===== src/rtl/alarm_controller_if.sv =====
// alarm_controller_if: time digits, alarm programming, buttons and buzzer/status outputs
interface alarm_controller_if;
   logic       sec_tick;
   logic [3:0] sec_units, min_units, hour_units;
   logic [2:0] sec_tens, min_tens, hour_tens;
   logic [5:0] alarm_minutes;
   logic [4:0] alarm_hours;
   logic       alarm_load, alarm_enable, snooze, stop;
   logic [5:0] stored_minutes;
   logic [4:0] stored_hours;
   logic       ringing, snoozing, buzzer;
   modport master (
      output sec_tick, sec_units, min_units, hour_units, sec_tens, min_tens, hour_tens,
             alarm_minutes, alarm_hours, alarm_load, alarm_enable, snooze, stop,
      input  stored_minutes, stored_hours, ringing, snoozing, buzzer
   );
   modport slave (
      input  sec_tick, sec_units, min_units, hour_units, sec_tens, min_tens, hour_tens,
             alarm_minutes, alarm_hours, alarm_load, alarm_enable, snooze, stop,
      output stored_minutes, stored_hours, ringing, snoozing, buzzer
   );
endinterface


===== src/rtl/alarm_controller.sv =====
// alarm_controller: alarm time store, match detect and ring/snooze/stop buzzer FSM
module alarm_controller #(
   parameter int RING_SECONDS   = 60,
   parameter int SNOOZE_SECONDS = 300
) (
   input logic clk,
   input logic reset,
   alarm_controller_if.slave bus
);
   localparam int RW = $clog2(RING_SECONDS + 1);
   localparam int SW = $clog2(SNOOZE_SECONDS + 1);
   typedef enum logic [1:0] {IDLE, RINGING, SNOOZING} state_t;
   state_t        state_q, state_d;
   logic [RW-1:0] ring_cnt_q, ring_cnt_d;
   logic [SW-1:0] snz_cnt_q, snz_cnt_d;
   logic [5:0]    min_q, min_d;
   logic [4:0]    hour_q, hour_d;
   logic          buzz_phase_q, buzz_phase_d, buzzer_q, buzzer_d;
   logic          match_q, match_d, snooze_q, stop_q;
   logic [5:0]    cur_min, cur_hour;
   logic          snooze_edge, stop_edge, en;
   assign en          = bus.alarm_enable;
   assign snooze_edge = bus.snooze & ~snooze_q;
   assign stop_edge   = bus.stop & ~stop_q;
   assign cur_min     = {3'b0, bus.min_tens} * 6'd10 + {2'b0, bus.min_units};
   assign cur_hour    = {3'b0, bus.hour_tens} * 6'd10 + {2'b0, bus.hour_units};
   always_comb begin
      match_d = cur_min == min_q && cur_hour == {1'b0, hour_q} && bus.sec_tens == 3'd0 && bus.sec_units == 4'd0;
      min_d   = (bus.alarm_load && bus.alarm_minutes <= 6'd59) ? bus.alarm_minutes : min_q;
      hour_d  = (bus.alarm_load && bus.alarm_hours <= 5'd23) ? bus.alarm_hours : hour_q;
   end
   always_comb begin
      state_d      = state_q;
      ring_cnt_d   = ring_cnt_q;
      snz_cnt_d    = snz_cnt_q;
      buzz_phase_d = buzz_phase_q;
      case (state_q)
         IDLE: if (match_d && !match_q && en) begin
            state_d      = RINGING;
            ring_cnt_d   = '0;
            buzz_phase_d = 1'b1;
         end
         RINGING: if (!en || stop_edge) state_d = IDLE;
         else if (snooze_edge) begin
            state_d   = SNOOZING;
            snz_cnt_d = SW'(SNOOZE_SECONDS);
         end else if (bus.sec_tick) begin
            ring_cnt_d   = (ring_cnt_q == RW'(RING_SECONDS)) ? ring_cnt_q : ring_cnt_q + RW'(1);
            buzz_phase_d = ~buzz_phase_q;
            state_d      = (ring_cnt_q >= RW'(RING_SECONDS - 1)) ? IDLE : RINGING;
         end
         SNOOZING: if (!en || stop_edge) state_d = IDLE;
         else if (bus.sec_tick) begin
            snz_cnt_d = (snz_cnt_q == '0) ? snz_cnt_q : snz_cnt_q - SW'(1);
            if (snz_cnt_q == SW'(1)) begin
               state_d      = RINGING;
               ring_cnt_d   = '0;
               buzz_phase_d = 1'b1;
            end
         end
         default: state_d = IDLE;
      endcase
      buzzer_d = state_d == RINGING && buzz_phase_d;
   end
   always_ff @(posedge clk or posedge reset) begin
      if (reset) begin
         state_q      <= IDLE;
         ring_cnt_q   <= '0;
         snz_cnt_q    <= '0;
         min_q        <= '0;
         hour_q       <= '0;
         buzz_phase_q <= 1'b0;
         buzzer_q     <= 1'b0;
         match_q      <= 1'b1;
         snooze_q     <= 1'b0;
         stop_q       <= 1'b0;
      end else begin
         state_q      <= state_d;
         ring_cnt_q   <= ring_cnt_d;
         snz_cnt_q    <= snz_cnt_d;
         min_q        <= min_d;
         hour_q       <= hour_d;
         buzz_phase_q <= buzz_phase_d;
         buzzer_q     <= buzzer_d;
         match_q      <= match_d;
         snooze_q     <= bus.snooze;
         stop_q       <= bus.stop;
      end
   end
   assign bus.stored_minutes = min_q;
   assign bus.stored_hours   = hour_q;
   assign bus.ringing        = state_q == RINGING;
   assign bus.snoozing       = state_q == SNOOZING;
   assign bus.buzzer         = buzzer_q;
endmodule


===== src/flat_wrapper.sv =====
// flat-port wrapper written by rule: the top's interface ports become plain ports
module alarm_controller_flat 
#(
   parameter int RING_SECONDS   = 60,
   parameter int SNOOZE_SECONDS = 300
)
  (clk, reset, bus_sec_tick, bus_sec_units, bus_min_units, bus_hour_units, bus_sec_tens, bus_min_tens, bus_hour_tens, bus_alarm_minutes, bus_alarm_hours, bus_alarm_load, bus_alarm_enable, bus_snooze, bus_stop, bus_stored_minutes, bus_stored_hours, bus_ringing, bus_snoozing, bus_buzzer);
  alarm_controller_if bus_i ();
  input logic clk;
  input logic reset;
  input wire logic [$bits(bus_i.sec_tick)-1:0] bus_sec_tick;
  input wire logic [$bits(bus_i.sec_units)-1:0] bus_sec_units;
  input wire logic [$bits(bus_i.min_units)-1:0] bus_min_units;
  input wire logic [$bits(bus_i.hour_units)-1:0] bus_hour_units;
  input wire logic [$bits(bus_i.sec_tens)-1:0] bus_sec_tens;
  input wire logic [$bits(bus_i.min_tens)-1:0] bus_min_tens;
  input wire logic [$bits(bus_i.hour_tens)-1:0] bus_hour_tens;
  input wire logic [$bits(bus_i.alarm_minutes)-1:0] bus_alarm_minutes;
  input wire logic [$bits(bus_i.alarm_hours)-1:0] bus_alarm_hours;
  input wire logic [$bits(bus_i.alarm_load)-1:0] bus_alarm_load;
  input wire logic [$bits(bus_i.alarm_enable)-1:0] bus_alarm_enable;
  input wire logic [$bits(bus_i.snooze)-1:0] bus_snooze;
  input wire logic [$bits(bus_i.stop)-1:0] bus_stop;
  output wire logic [$bits(bus_i.stored_minutes)-1:0] bus_stored_minutes;
  output wire logic [$bits(bus_i.stored_hours)-1:0] bus_stored_hours;
  output wire logic [$bits(bus_i.ringing)-1:0] bus_ringing;
  output wire logic [$bits(bus_i.snoozing)-1:0] bus_snoozing;
  output wire logic [$bits(bus_i.buzzer)-1:0] bus_buzzer;
  assign bus_i.sec_tick = bus_sec_tick;
  assign bus_i.sec_units = bus_sec_units;
  assign bus_i.min_units = bus_min_units;
  assign bus_i.hour_units = bus_hour_units;
  assign bus_i.sec_tens = bus_sec_tens;
  assign bus_i.min_tens = bus_min_tens;
  assign bus_i.hour_tens = bus_hour_tens;
  assign bus_i.alarm_minutes = bus_alarm_minutes;
  assign bus_i.alarm_hours = bus_alarm_hours;
  assign bus_i.alarm_load = bus_alarm_load;
  assign bus_i.alarm_enable = bus_alarm_enable;
  assign bus_i.snooze = bus_snooze;
  assign bus_i.stop = bus_stop;
  assign bus_stored_minutes = bus_i.stored_minutes;
  assign bus_stored_hours = bus_i.stored_hours;
  assign bus_ringing = bus_i.ringing;
  assign bus_snoozing = bus_i.snoozing;
  assign bus_buzzer = bus_i.buzzer;
  alarm_controller #(.RING_SECONDS(RING_SECONDS), .SNOOZE_SECONDS(SNOOZE_SECONDS)) u_core (.clk(clk), .reset(reset), .bus(bus_i));
endmodule

===== config.mk =====
export PLATFORM = sky130hd
export DESIGN_NAME = alarm_controller_flat
export DESIGN_NICKNAME = d
export VERILOG_FILES = /design/src/rtl/alarm_controller_if.sv /design/src/rtl/alarm_controller.sv /design/src/flat_wrapper.sv
export SDC_FILE = /design/constraint.sdc
export NUM_CORES = 1
export LEC_CHECK = 0
export CAP_MARGIN = 20
export CORE_ASPECT_RATIO = 0.6
export CORE_MARGIN = 2
export CORE_UTILIZATION = 40
export CTS_BUF_LIST = sky130_fd_sc_hd__clkbuf_8 sky130_fd_sc_hd__clkbuf_16
export CTS_CLUSTER_DIAMETER = 200
export DETAILED_ROUTE_END_ITERATION = 16
export PLACE_DENSITY = 0.67
export RECOVER_POWER = 100
export SLEW_MARGIN = 20
export SYNTH_ARGS = -nofsm -noshare
export SYNTH_HDL_FRONTEND = slang
export SYNTH_SLANG_ARGS = --single-unit

===== constraint.sdc =====
create_clock -name clk -period 2 [get_ports clk]
set_input_delay 0.4 -clock clk [delete_from_list [all_inputs] [get_ports clk]]
set_output_delay 0.4 -clock clk [all_outputs]
set_load 0.05 [all_outputs]

=== After elaboration in Yosys (flattened, before gate mapping) ===
Index checks and enable logic that the tools add are counted.

* Flip-flop bits (word level): 33
* Latch bits: 0
* Memories kept: 0
* Input bits: 39
* Output and inout bits: 14
* ROM bits: 0
* Logic and storage cells: 92
* RAM bits: 0

* Reduce and logical (&&, ||, !) cells: 19
* Bitwise logic cells: 5
* Muxes and demuxes: 32
* $add $sub $neg: 4
* Divide/modulo/power cells: 0
* Eq/ne operators: 17
* $lt $le $gt $ge: 3
* Shifts and indexed selects: 0
* Multipliers: 2

{| class="wikitable"
|+ Operator list
! operator !! count
|-
| two-way mux 6 bit || 8
|-
| two-way mux 9 bit || 5
|-
| case mux 6 bit (3 select lines) || 1
|-
| case mux 9 bit (2 select lines) || 1
|-
| two-way mux 2 bit || 7
|-
| != test 2 bit (second input constant) || 7
|-
| adder 6 x 4 -> 6 bit || 2
|-
| multiplier 3 x 3 -> 5 bit (second input constant) || 2
|-
| equality test 9 x 1 -> 1 bit (second input constant) || 1
|-
| logical NOT 9 bit || 1
|-
| AND reduction 9 bit || 1
|-
| subtractor 9 x 1 -> 9 bit (second input constant) || 1
|-
| logical AND 1 bit || 8
|-
| two-way mux 1 bit || 8
|-
| adder 6 x 1 -> 6 bit (second input constant) || 1
|-
| equality test 6 x 5 -> 1 bit || 1
|-
| equality test 6 bit || 1
|-
| equality test 6 bit (second input constant) || 1
|-
| >= comparator 6 bit (second input constant) || 1
|-
| less-or-equal comparator 6 bit (second input constant) || 1
|-
| != test 2 x 1 -> 1 bit (second input constant) || 3
|-
| case mux 2 bit (3 select lines) || 1
|-
| AND reduction 6 bit || 1
|-
| less-or-equal comparator 5 bit (second input constant) || 1
|-
| 12 further kinds || 17
|}

=== Logic depth before layout (Yosys ltp) ===
Gate-level depths: netlist of run 1.

* Word-level depth: 12
* Gate-level depth with buffers: 8
* Mapped depth without buffers: 7

=== Worst setup path after synthesis of run 1 ===
Ideal clock, no wire load.

* Path type: in2reg
* From: in bus_min_tens[0]
* To: reg u_core.buzz_phase_q
* Slack: -0.246 ns
* Path buffers: 1
* Required time: 1.936 ns
* Setup time: 0.064 ns
* Arrival time: 2.182 ns
* Stages on the path: 8
* Cell sequence: ha_1 fa_1 xor2_1 nor4_1 nand4b_1 nor4bb_1 buf_4 a31o_2

* Cells in the longest elaborated chain, start to end: 10

{| class="wikitable"
|+ Ends and longest elaborated chain
! item !! line !! text
|-
| start: declaration || flat_wrapper.sv:16 || <nowiki>input wire logic [$bits(bus_i.min_tens)-1:0] bus_min_tens;</nowiki>
|-
| multiplier 3 x 3 -> 5 bit || alarm_controller.sv:25 || <nowiki>assign cur_min = {3'b0, bus.min_tens} * 6'd10 + {2'b0, bus.min_units};</nowiki>
|-
| adder 6 x 4 -> 6 bit || alarm_controller.sv:25 ||
|-
| equality test 6 bit || alarm_controller.sv:28 || <nowiki>match_d = cur_min == min_q && cur_hour == {1'b0, hour_q} && bus.sec_tens == 3'd0 && bus.sec_units == 4'd0;</nowiki>
|-
| logical AND 1 bit (3 in a row) || alarm_controller.sv:28 ||
|-
| logical AND 1 bit (2 in a row) || alarm_controller.sv:38 || <nowiki>IDLE: if (match_d && !match_q && en) begin</nowiki>
|-
| two-way mux 1 bit || alarm_controller.sv:38 ||
|-
| case mux 1 bit (3 select lines) || alarm_controller.sv:37 || <nowiki>case (state_q)</nowiki>
|-
| via u_core.buzz_phase_d || alarm_controller.sv:18 || <nowiki>logic buzz_phase_q, buzz_phase_d, buzzer_q, buzzer_d;</nowiki>
|-
| end signal: assignment || alarm_controller.sv:83 || <nowiki>buzz_phase_q <= buzz_phase_d;</nowiki>
|-
| end: declaration || alarm_controller.sv:18 ||
|}

The timed path passes the listed nets, and every way through them passes these cells.
A chain may end at the register's enable or synchronous reset.

=== Final worst setup path of run 1 ===
Ends and elaborated chain as after synthesis.

==> results of run 1 <==
cells in the final DEF, fill, tap and decap left out, drive strengths merged, types with 5 or more instances in the layout:
cell / count
dlygate4sd3: 6
xor2: 8
and3: 5
clkbuf: 14
a21o: 8
a211oi: 7
inv: 15
buf: 30
clkdlybuf4s50: 32
dfrtp: 32
nand4: 5
nor3: 9
mux2: 8
ha: 14
o21ai: 8
nand3: 8
nand2: 16
nor2b: 5
nor2: 13
xnor2: 14
a21oi: 8
final timing paths:
path                                                       from                                endpoint  depth (start not counted)
worst min-delay path            u_core.snz_cnt_q[8]$_DFFE_PP0P_         u_core.snz_cnt_q[8]$_DFFE_PP0P_                          1
worst max-delay path                            bus_min_tens[0]           u_core.buzz_phase_q$_DFF_PP0_                          9
max in group asynchronous                                 reset  u_core.bus.stored_hours[0]$_DFFE_PP0P_                          3
worst max register to register  u_core.snz_cnt_q[2]$_DFFE_PP0P_           u_core.buzz_phase_q$_DFF_PP0_                          6
worst min register to register  u_core.snz_cnt_q[8]$_DFFE_PP0P_         u_core.snz_cnt_q[8]$_DFFE_PP0P_                          1
min in group asynchronous                                 reset         u_core.snz_cnt_q[4]$_DFFE_PP0P_                          3
power groups by stage:
| stage | Combinational (mW) | Clock, mW | Sequential [mW] |
|---|---|---|---|
| floorplan | 0.191 | 0 | 0.829 |
| global placement | 0.502 | 0 | 0.736 |
| detailed placement | 0.507 | 0 | 0.736 |
| CTS | 0.551 | 0.661 | 0.725 |
| global route | 0.562 | 0.693 | 0.728 |
| finish | 0.520 | 0.649 | 0.724 |
per-layer routing:
metal  track usage [%]  wire length (um)
met5                 0                 0
met4              4.56                40
met3              5.82               402
met2              26.7              2330
met1              29.1              2960
stage by stage:
stage | utilization, % | setup WS [ps] | power, mW | hold slack (ps) | std cells
4_1_cts | 60.2 | -172 | 1.94 | 505 | 399
3_3_place_gp | 56.4 | -834 | 1.24 | 530 | 385
5_1_grt | 59.3 | -262 | 1.98 | 527 | 396
6_report | 59.3 | -158 | 1.89 | 511 | 396
3_5_place_dp | 56.4 | -843 | 1.24 | 533 | 385
2_1_floorplan | - | -182 | 1.02 | 431 | 229
cell type report:
class	count	area share, %
clock buffer	6	2.51
tap	80	3.05
clock inverter	2	1.03
timing repair buffer	82	22.2
sequential	33	25.2
inverter	14	1.60
multi-input combinational	179	44.4
cells by family (layout without fill, tap and decap cells):
| kind of cell | after synthesis | after routing | synth area share (%) |
|---|---|---|---|
| and+or+nand+nor | 85 | 85 | 22.4 |
| AOI/OAI and AO/OA | 46 | 46 | 14.9 |
| DFF | 33 | 33 | 36.3 |
| xor gates and xnor gates | 22 | 22 | 8.46 |
| buffers and inverters | 17 | 104 | 3.63 |
| adders and majority gates | 16 | 16 | 9.45 |
| muxes | 10 | 10 | 4.84 |
repair_timing:
item                       in CTS  in global routing
setup endpoints to repair      10                 10
cloned                          1                  0
setup buffers                   5                  0
pin swaps                      13                  7
gates resized for setup        41                 10
hold buffers                    0                  0
sequential cells by signal, indices dropped and copies added, names as in the netlist:
name,cells
u_core.snz_cnt_q,9
u_core.bus.stored_minutes,6
u_core.match_q,1
u_core.ring_cnt_q,6
u_core.snooze_q,1
u_core.bus.stored_hours,5
u_core.buzz_phase_q,1
u_core.stop_q,1
u_core.bus.buzzer,1
u_core.state_q,2
==> metrics.md, run 1 <==
| Metric | Value |
|---|---|
| Fmax | `463 MHz` |
| Flop-to-flop setup slack | `10 ps` |
| Grt ovf | `0` |
| Worst Path Max Fanout | `5` |
| FF+latch count, synth | `33` |
| Post-synthesis sequential area ratio | `36.3%` |
| Crit path time final | `2160 ps` |
| Mapped Area | `2280 um^2` |
| Final HPWL DP | `4440 um` |
| Final nets | `370` |
| Via/cell ratio | `5.12` |
| Final setup vio count | `9` |
| EDFF count, synth | `0` |
| Final Hold Vio Count | `0` |
| Slowest-stage cell, CP | `fa_1` |
| Largest net degree at the start of global routing | `34` |
| # clock sinks | `33` |
| Setup crit end kind | `flip-flop` |
| Leakage | `1.46 nW` |
| Placed cell area | `3130 um^2` |
| Critical Path, Cell by Cell | `buf_8, ha_4, fa_1, xor2_1, nor4_1, nand4b_1, nor4bb_2, buf_4, a31o_4` |
| RSZ-0062 raised after global routing | `true` |
| Crit path required time | `2230 ps` |
| H-tree levels | `2` |
| Clock latency at the later pin of the worst-skew pair | `290 ps` |
| WL/cell | `14.5 um` |
| Crit path DAT | `2390 ps` |
| Final Wtd Congestion | `0.851` |
| DIE AREA | `6330 um^2` |
| Clk_skew | `4.84 ps` |
| Clock-pin slew on the worst setup and hold paths | `70 ps` |
| Outcome | `complete, but fails checks` |
| VDD IR max | `0.000290 V` |
| Final Cell Area | `3290 um^2` |
| P_int | `1.35 mW` |
| I/O Pins | `53` |
| Net load switching power | `0.541 mW` |
| I/O Buffers | `52` |
| Antenna violations before repair | `0` |
| Top cells by area, synth | `dfrtp_1 35%, ha_1 7.7%, xnor2_1 5.4%` |
| Antenna Nets Post-Route | `0` |
| Vias in the first global route | `1977` |
| First-pass GRT wire length | `9560 um` |
| Area grow syn2layout | `44.3%` |
| Num CTS Buffers | `5` |
| Switching Share | `28.6%` |
| Synthesized area per cell | `9.94 um^2` |
| Core area | `5540 um^2` |
| Final Max Tran Viols | `0` |
| Flop pwr share | `38.3%` |
| Top-count cell post-synth | `dfrtp_1` |
| Failing checks | `setup timing` |
| Layout cell share with drive strength beyond 1 | `24.1%` |
| Worst-Margin Slew | `817 ps` |
| DRT Wirelength | `5730 um` |
| DRC Markers | `0` |
| Buf+Inv Stages, Crit Path | `2` |
| Register area | `827 um^2` |
| Drt first pass iters | `4` |
| Asr flop ratio synth | `100%` |
| DR iter-0 viols | `88` |
| Delay-heaviest family, CP | `simple AND/OR/NAND/NOR gates` |
| Fin crit share | `108%` |
| Fillers | `502` |
| CTS tree | `built` |
| Top FF cell, synth | `dfrtp_1` |
| Clock Power Share | `34.3%` |
| Post-Syn Instances | `229` |
| Max Buffers Root-to-Sink | `2` |
| Total Routing Usage GR | `19.2%` |
| Synth area leader | `dfrtp_1` |
| TNS Setup | `-1190 ps` |
| Root buffer cell | `clkbuf_8` |
| Total of max-cap violations | `0` |
| Yosys cell types | `56` |
| Die Width | `101 um` |
| Pwr per Cell Area | `576 nW/um^2` |
| Comb power frac | `27.5%` |
| Top-area cell type share of the netlist area | `35.2%` |
| Most frequent cells after synthesis | `32 x dfrtp_1, 16 x nand2_1, 14 x ha_1, 14 x xnor2_1` |
| Starting Density | `41.1%` |
| Area occupied by multi-input gates | `1460 um^2` |
| Synthesized Nets | `284` |
| Die H | `62.4 um` |
| Startpoint Class | `input pin` |
| Routed vias | `2028` |
| ANT cells | `0` |
| Min-delay worst type | `flip-flop to flip-flop` |
| Final WS setup | `-158 ps` |
| Relative slew margins | `45.5%` |
| CP peak stage delay | `450 ps` |
| Setup CP Type | `input pin to flip-flop` |
| Yosys Warn Count | `0` |
| FP Rows | `21` |
(Power assumes the default switching activity.)
==> run 2: changes to the inputs <==
Settings changed: CELL_PAD_IN_SITES_DETAIL_PLACEMENT from default to 0, CELL_PAD_IN_SITES_GLOBAL_PLACEMENT from default to 1, CORE_UTILIZATION 40 to 38, PLACE_DENSITY 0.67 to 0.77.
==> metrics.md, run 2 (synthesis results as in run 1) <==
| Metric | Value |
|---|---|
| Outcome | `complete, but fails checks` |
| Failing checks | `setup timing` |
| Crit path DAT | `2510 ps (+120 ps)` |
| Via/cell ratio | `5.09 (-0.58%)` |
| Total Routing Usage GR | `18.9% (-0.32 points)` |
| Reg-to-reg startpoint | `u_core.snz_cnt_q[3]$_DFFE_PP0P_` |
| Fmax | `439 MHz (-5.3%)` |
| ANT cells | `0 (unchanged)` |
| Clock-pin slew on the worst setup and hold paths | `70 ps (about the same)` |
| Starting Density | `40.1% (-0.95 points)` |
| VDD IR max | `0.000294 V (+1.6%)` |
| Area occupied by multi-input gates | `1580 um^2 (+8.2%)` |
| Setup CP Type | `input pin to flip-flop` |
| Die Width | `104 um (+2.5%)` |
| Vias in the first global route | `2072 (+4.8%)` |
| Grt ovf | `0 (unchanged)` |
| Most frequent cells in the layout | `33 x buf_4, 32 x dfrtp_1, 31 x clkdlybuf4s50_1` |
| Final HPWL DP | `4520 um (+1.9%)` |
| Pwr per Cell Area | `501 nW/um^2 (-13%)` |
| RSZ-0062 raised after global routing | `true` |
| Die H | `64.0 um (+2.4%)` |
| Register area | `827 um^2 (unchanged)` |
| WL/cell | `15.0 um (+3.7%)` |
| Final Max Tran Viols | `0 (unchanged)` |
| DR iter-0 viols | `62 (-30%)` |
| Largest net degree at the start of global routing | `34 (unchanged)` |
| Clk_skew | `1.60 ps (-3.25 ps)` |
| Crit path required time | `2230 ps (about the same)` |
| Setup crit end kind | `flip-flop` |
| Antenna violations before repair | `0 (unchanged)` |
| Buf+Inv Stages, Crit Path | `2 (unchanged)` |
| Biggest register | `u_core.snz_cnt_q` |
| Antenna Nets Post-Route | `0 (unchanged)` |
| TNS Setup | `-2840 ps (-1640 ps)` |
| I/O Pins | `53 (unchanged)` |
| Delay-heaviest family, CP | `simple AND/OR/NAND/NOR gates` |
| Crit path from | `bus_hour_tens[0]` |
| Slowest-stage cell, CP | `fa_1` |
| Finished Layout Cells | `404 (+2.0%)` |
| DRT Wirelength | `6060 um (+5.8%)` |
| Clock latency at the later pin of the worst-skew pair | `280 ps (about the same)` |
| H-tree levels | `2 (unchanged)` |
| Final setup vio count | `16 (+7)` |
| Core area | `5680 um^2 (+2.4%)` |
| Layout cell share with drive strength beyond 1 | `28.7% (+4.7 points)` |
| First-pass GRT wire length | `9870 um (+3.2%)` |
| FP Rows | `21 (unchanged)` |
| Critical Path, Cell by Cell | `buf_8, ha_4, fa_1, xor2_1, nor4_2, nand4b_1, nor4bb_4, buf_4, a31o_4` |
| Max reg flops | `9 (unchanged)` |
| DRC Markers | `0 (unchanged)` |
| Worst Path Max Fanout | `5 (unchanged)` |
| Routed vias | `2057 (+1.4%)` |
| Total of max-cap violations | `0 (unchanged)` |
| Final Hold Vio Count | `0 (unchanged)` |
| Worst-Margin Slew | `842 ps (+24.9 ps)` |
| Relative slew margins | `43.9% (-1.7 points)` |
| Crit path time final | `2280 ps (+121 ps)` |
| Final nets | `378 (+2.2%)` |
| Final Wtd Congestion | `0.820 (-3.6%)` |
| DIE AREA | `6650 um^2 (+5.0%)` |
| Placed cell area | `3150 um^2 (+0.56%)` |
| Max Buffers Root-to-Sink | `2 (unchanged)` |
| Hold path start | `u_core.bus.stored_hours[0]$_DFFE_PP0P_` |
| # clock sinks | `33 (unchanged)` |
| Startpoint Class | `input pin` |
| Fillers | `514 (+2.4%)` |
| Root buffer cell | `clkbuf_8` |
| Min-delay worst type | `flip-flop to flip-flop` |
| Dpl cells | `388 (+0.78%)` |
| Final WS setup | `-279 ps (-121 ps)` |
| I/O Buffers | `52 (unchanged)` |
| Area grow syn2layout | `51.2%` |
| CP peak stage delay | `480 ps (+30 ps)` |
| Drt first pass iters | `7 (+3)` |
| Num CTS Buffers | `5 (unchanged)` |
| Tot Pwr | `1.73 mW (-8.9%)` |
| CTS Hold Buffers Added | `0 (unchanged)` |
| Leakage | `1.56 nW (+6.8%)` |
| CTS tree | `built` |
| Most common cell after layout, fill and taps aside | `buf_4` |
| Final Cell Area | `3440 um^2 (+4.8%)` |
| Fin crit share | `114% (+6.1 points)` |
run 2: worst paths after layout:
path	to	cells after the start	slack, ps
setup reg to reg	u_core.buzz_phase_q$_DFF_PP0_	6	-150
max in group asynchronous	u_core.ring_cnt_q[4]$_DFFE_PP0P_	3	680
hold / removal	u_core.bus.stored_hours[0]$_DFFE_PP0P_	1	550
min in group asynchronous	u_core.bus.stored_minutes[0]$_DFFE_PP0P_	3	790
hold reg to reg	u_core.bus.stored_hours[0]$_DFFE_PP0P_	1	550
setup / recovery	u_core.buzz_phase_q$_DFF_PP0_	9	-280
run 2: per-stage QoR:
step / utilization [%] / setup WS, ps / hold slack [ps]
2_1_floorplan: - / -182 / 431
3_3_place_gp: 55.4 / -822 / 526
3_5_place_dp: 55.4 / -908 / 528
4_1_cts: 58.5 / -256 / 521
5_1_grt: 60.6 / -364 / 577
6_report: 60.6 / -279 / 551
run 2: layer usage:
layer / global-route usage, % / share of wire [%] / vias up
li1: - / - / 1019
met1: 27.6 / 52 / 965
met2: 25.8 / 39 / 63
met3: 6.94 / 7.1 / 10
met4: 5.24 / 1.5 / 0
met5: 0 / 0 / -
run 2: power breakdown:
group | switching [mW] | internal, mW
registers | 0.0260 | 0.697
clock network | 0.253 | 0.232
logic | 0.267 | 0.250
total | 0.546 | 1.18
run 2: layout make-up:
cell class,count,share of cell area (%)
multi-input combinational,179,45.9
clock inverter,3,0.327
sequential,33,24.0
tap,80,2.91
timing repair buffer,90,23.3
clock buffer,5,2.00
inverter,14,1.53
run 2: worst reg2reg max path, delay by kind of cell, from the launching register on:
kind            cells  cell delay (ps)
compound gates      3              470
simple gates        2             1000
flops               1              410
buf+inv             1              210
run 2: timing repair:
action | in CTS | in global routing
gates cloned | 1 | 0
pin swaps | 17 | 22
setup endpoints to repair | 10 | 14
gates resized for setup | 39 | 22
buffers inserted | 1 | 7
==> run 3: changes to the inputs <==
Settings changed: ABC_CLOCK_PERIOD_IN_PS from default to 2000, PLACE_DENSITY 0.77 to default, PLACE_DENSITY_LB_ADDON from default to 0.1.
==> metrics.md, run 3 (synthesis results as in run 1) <==
| Metric | Value |
|---|---|
| First-pass GRT wire length | `9820 um (-0.56%)` |
| Via/cell ratio | `5.01 (-1.6%)` |
| Switching Share | `28.5% (-3.1 points)` |
| Delay-heaviest family, CP | `simple AND/OR/NAND/NOR gates` |
| Relative slew margins | `44.2% (+0.30 points)` |
| Routed vias | `2009 (-2.3%)` |
| Post-placement worst setup slack | `-942 ps (-34.2 ps)` |
| P_int | `1.35 mW (+15%)` |
| Comb power frac | `27.5% (-2.5 points)` |
| Most frequent cells in the layout | `33 x clkdlybuf4s50_1, 32 x dfrtp_1, 29 x buf_4` |
| Fmax | `445 MHz (+1.4%)` |
| Area occupied by multi-input gates | `1500 um^2 (-5.3%)` |
| Num CTS Buffers | `5 (unchanged)` |
| Max reg flops | `9 (unchanged)` |
| Net load switching power | `0.539 mW (-1.3%)` |
| Outcome | `complete, but fails checks` |
| Core area | `5680 um^2 (unchanged)` |
| Pwr per Cell Area | `560 nW/um^2 (+12%)` |
| Final HPWL DP | `4620 um (+2.1%)` |
| Largest net degree at the start of global routing | `34 (unchanged)` |
| # clock sinks | `33 (unchanged)` |
| Fillers | `525 (+2.1%)` |
| Starting Density | `40.1% (unchanged)` |
| Setup CP Type | `input pin to flip-flop` |
| Antenna violations before repair | `0 (unchanged)` |
| Biggest register | `u_core.snz_cnt_q` |
| Max Buffers Root-to-Sink | `2 (unchanged)` |
| Die Width | `104 um (unchanged)` |
| Startpoint Class | `input pin` |
| WL/cell | `14.5 um (-3.4%)` |
| Final Cell Area | `3370 um^2 (-2.0%)` |
| CTS tree | `built` |
| Final Wtd Congestion | `0.830 (+1.3%)` |
| Buf+Inv Stages, Crit Path | `2 (unchanged)` |
| Fin crit share | `112% (-1.6 points)` |
| Clk_skew | `6.15 ps (+4.55 ps)` |
| Drt first pass iters | `4 (-3)` |
| Setup crit end kind | `flip-flop` |
| Crit path DAT | `2470 ps (-40 ps)` |
| Finished Layout Cells | `401 (-0.74%)` |
| Final nets | `375 (-0.79%)` |
| DRC Markers | `0 (unchanged)` |
| FP Rows | `21 (unchanged)` |
| CP peak stage delay | `450 ps (-30 ps)` |
| Vias in the first global route | `1989 (-4.0%)` |
| Placed cell area | `3170 um^2 (+0.80%)` |
| Antenna Nets Post-Route | `0 (unchanged)` |
| DRT Wirelength | `5810 um (-4.1%)` |
| Leakage | `1.53 nW (-1.9%)` |
| Clock Power Share | `34.2% (+6.1 points)` |
| Worst-Margin Slew | `837 ps (-4.55 ps)` |
| Final Hold Vio Count | `0 (unchanged)` |
| Hold slack final | `550 ps (-1.02 ps)` |
| I/O Pins | `53 (unchanged)` |
| Crit path required time | `2230 ps (about the same)` |
| Grt ovf | `0 (unchanged)` |
| Most common cell after layout, fill and taps aside | `clkdlybuf4s50_1` |
| Worst Path Max Fanout | `4 (-1)` |
| RSZ-0062 raised after global routing | `true` |
| Root buffer cell | `clkbuf_8` |
| Clock-pin slew on the worst setup and hold paths | `70 ps (about the same)` |
| Slowest-stage cell, CP | `fa_1` |
| ANT cells | `0 (unchanged)` |
| Final setup vio count | `9 (-7)` |
| Critical Path, Cell by Cell | `buf_8, ha_4, fa_1, xor2_1, nor4_2, nand4b_1, nor4bb_4, buf_4, a211o_1` |
| Area grow syn2layout | `48.1%` |
| Die H | `64.0 um (unchanged)` |
| I/O Buffers | `52 (unchanged)` |
| VDD IR max | `0.000304 V (+3.4%)` |
| Layout cell share with drive strength beyond 1 | `25.9% (-2.8 points)` |
| Crit path time final | `2250 ps (-31.1 ps)` |
| H-tree levels | `2 (unchanged)` |
| Clock latency at the later pin of the worst-skew pair | `290 ps (about the same)` |
| Failing checks | `setup timing` |
| DR iter-0 viols | `77 (+24%)` |
| Total Routing Usage GR | `18.6% (-0.28 points)` |
| Dpl cells | `391 (+0.77%)` |
| Flop pwr share | `38.3% (-3.6 points)` |
| CTS Hold Buffers Added | `0 (unchanged)` |
| Final Max Tran Viols | `0 (unchanged)` |
| DIE AREA | `6650 um^2 (unchanged)` |
| Total of max-cap violations | `0 (unchanged)` |
| Min-delay worst type | `flip-flop to flip-flop` |
| Register area | `827 um^2 (unchanged)` |
| TNS Setup | `-2040 ps (+802 ps)` |
| Final WS setup | `-247 ps (+31.1 ps)` |
run 3: changes by cell type in the layout (fill, tap and decap cells not counted), sizes merged:
cell,change
bufinv,+1
clkbuf,+2
buf,-4
dlygate4sd3,-1
clkdlybuf4s15,+1
dlygate4sd2,-2
inv,-2
clkdlybuf4s50,+2
run 3: metal layers:
metal | track usage, % | part of all wire (%)
met2 | 26.0 | 39
met4 | 3.04 | 0.52
met3 | 5.61 | 5.8
met5 | 0 | 0
met1 | 28.4 | 54
run 3: worst register-to-register path, stage by stage (launching register included):
cell and delay, ps:
dfrtp_1 380, or4_4 570, nor4_4 210, clkbuf_1 310, a41o_2 250, a31o_1 160
a31o_4 90
run 3: cell type report:
type                       count  share of cell area (%)
tap                           80                    2.97
timing repair buffer          87                    23.1
multi-input combinational    179                    44.4
inverter                      14                    1.56
clock buffer                   6                    2.45
sequential                    33                    24.5
clock inverter                 2                    1.00
run 3: per-stage QoR:
step	utilization (%)	power [mW]
after floorplan	-	1.02
after global placement	55.9	1.24
after detailed placement	55.9	1.24
after CTS	59.3	1.90
after global routing	59.4	1.97
final	59.4	1.89
run 3: power groups by stage:
stage / clock network, mW / registers [mW] / logic (mW)
3_5_place_dp: 0 / 0.736 / 0.507
4_1_cts: 0.665 / 0.724 / 0.516
3_3_place_gp: 0 / 0.736 / 0.503
2_1_floorplan: 0 / 0.829 / 0.191
6_report: 0.647 / 0.723 / 0.520
5_1_grt: 0.686 / 0.727 / 0.560
run 3: worst paths after layout:
check	startpoint	endpoint	slack, ps	cells past startpoint
setup / recovery	bus_hour_tens[0]	u_core.state_q[0]$_DFF_PP0_	-250	9
hold / removal	u_core.snz_cnt_q[5]$_DFFE_PP0P_	u_core.snz_cnt_q[5]$_DFFE_PP0P_	550	2
setup reg to reg	u_core.snz_cnt_q[2]$_DFFE_PP0P_	u_core.buzz_phase_q$_DFF_PP0_	-30	6
hold reg to reg	u_core.snz_cnt_q[5]$_DFFE_PP0P_	u_core.snz_cnt_q[5]$_DFFE_PP0P_	550	2
max in group asynchronous	reset	u_core.ring_cnt_q[3]$_DFFE_PP0P_	680	3
min in group asynchronous	reset	u_core.snz_cnt_q[5]$_DFFE_PP0P_	800	3
run 3: what timing repair did:
item	4_1_cts	5_1_grt
cloned	1	0
endpoints found under the setup margin	10	10
buffers inserted	3	1
gates resized for setup	40	14
pin swaps	14	7
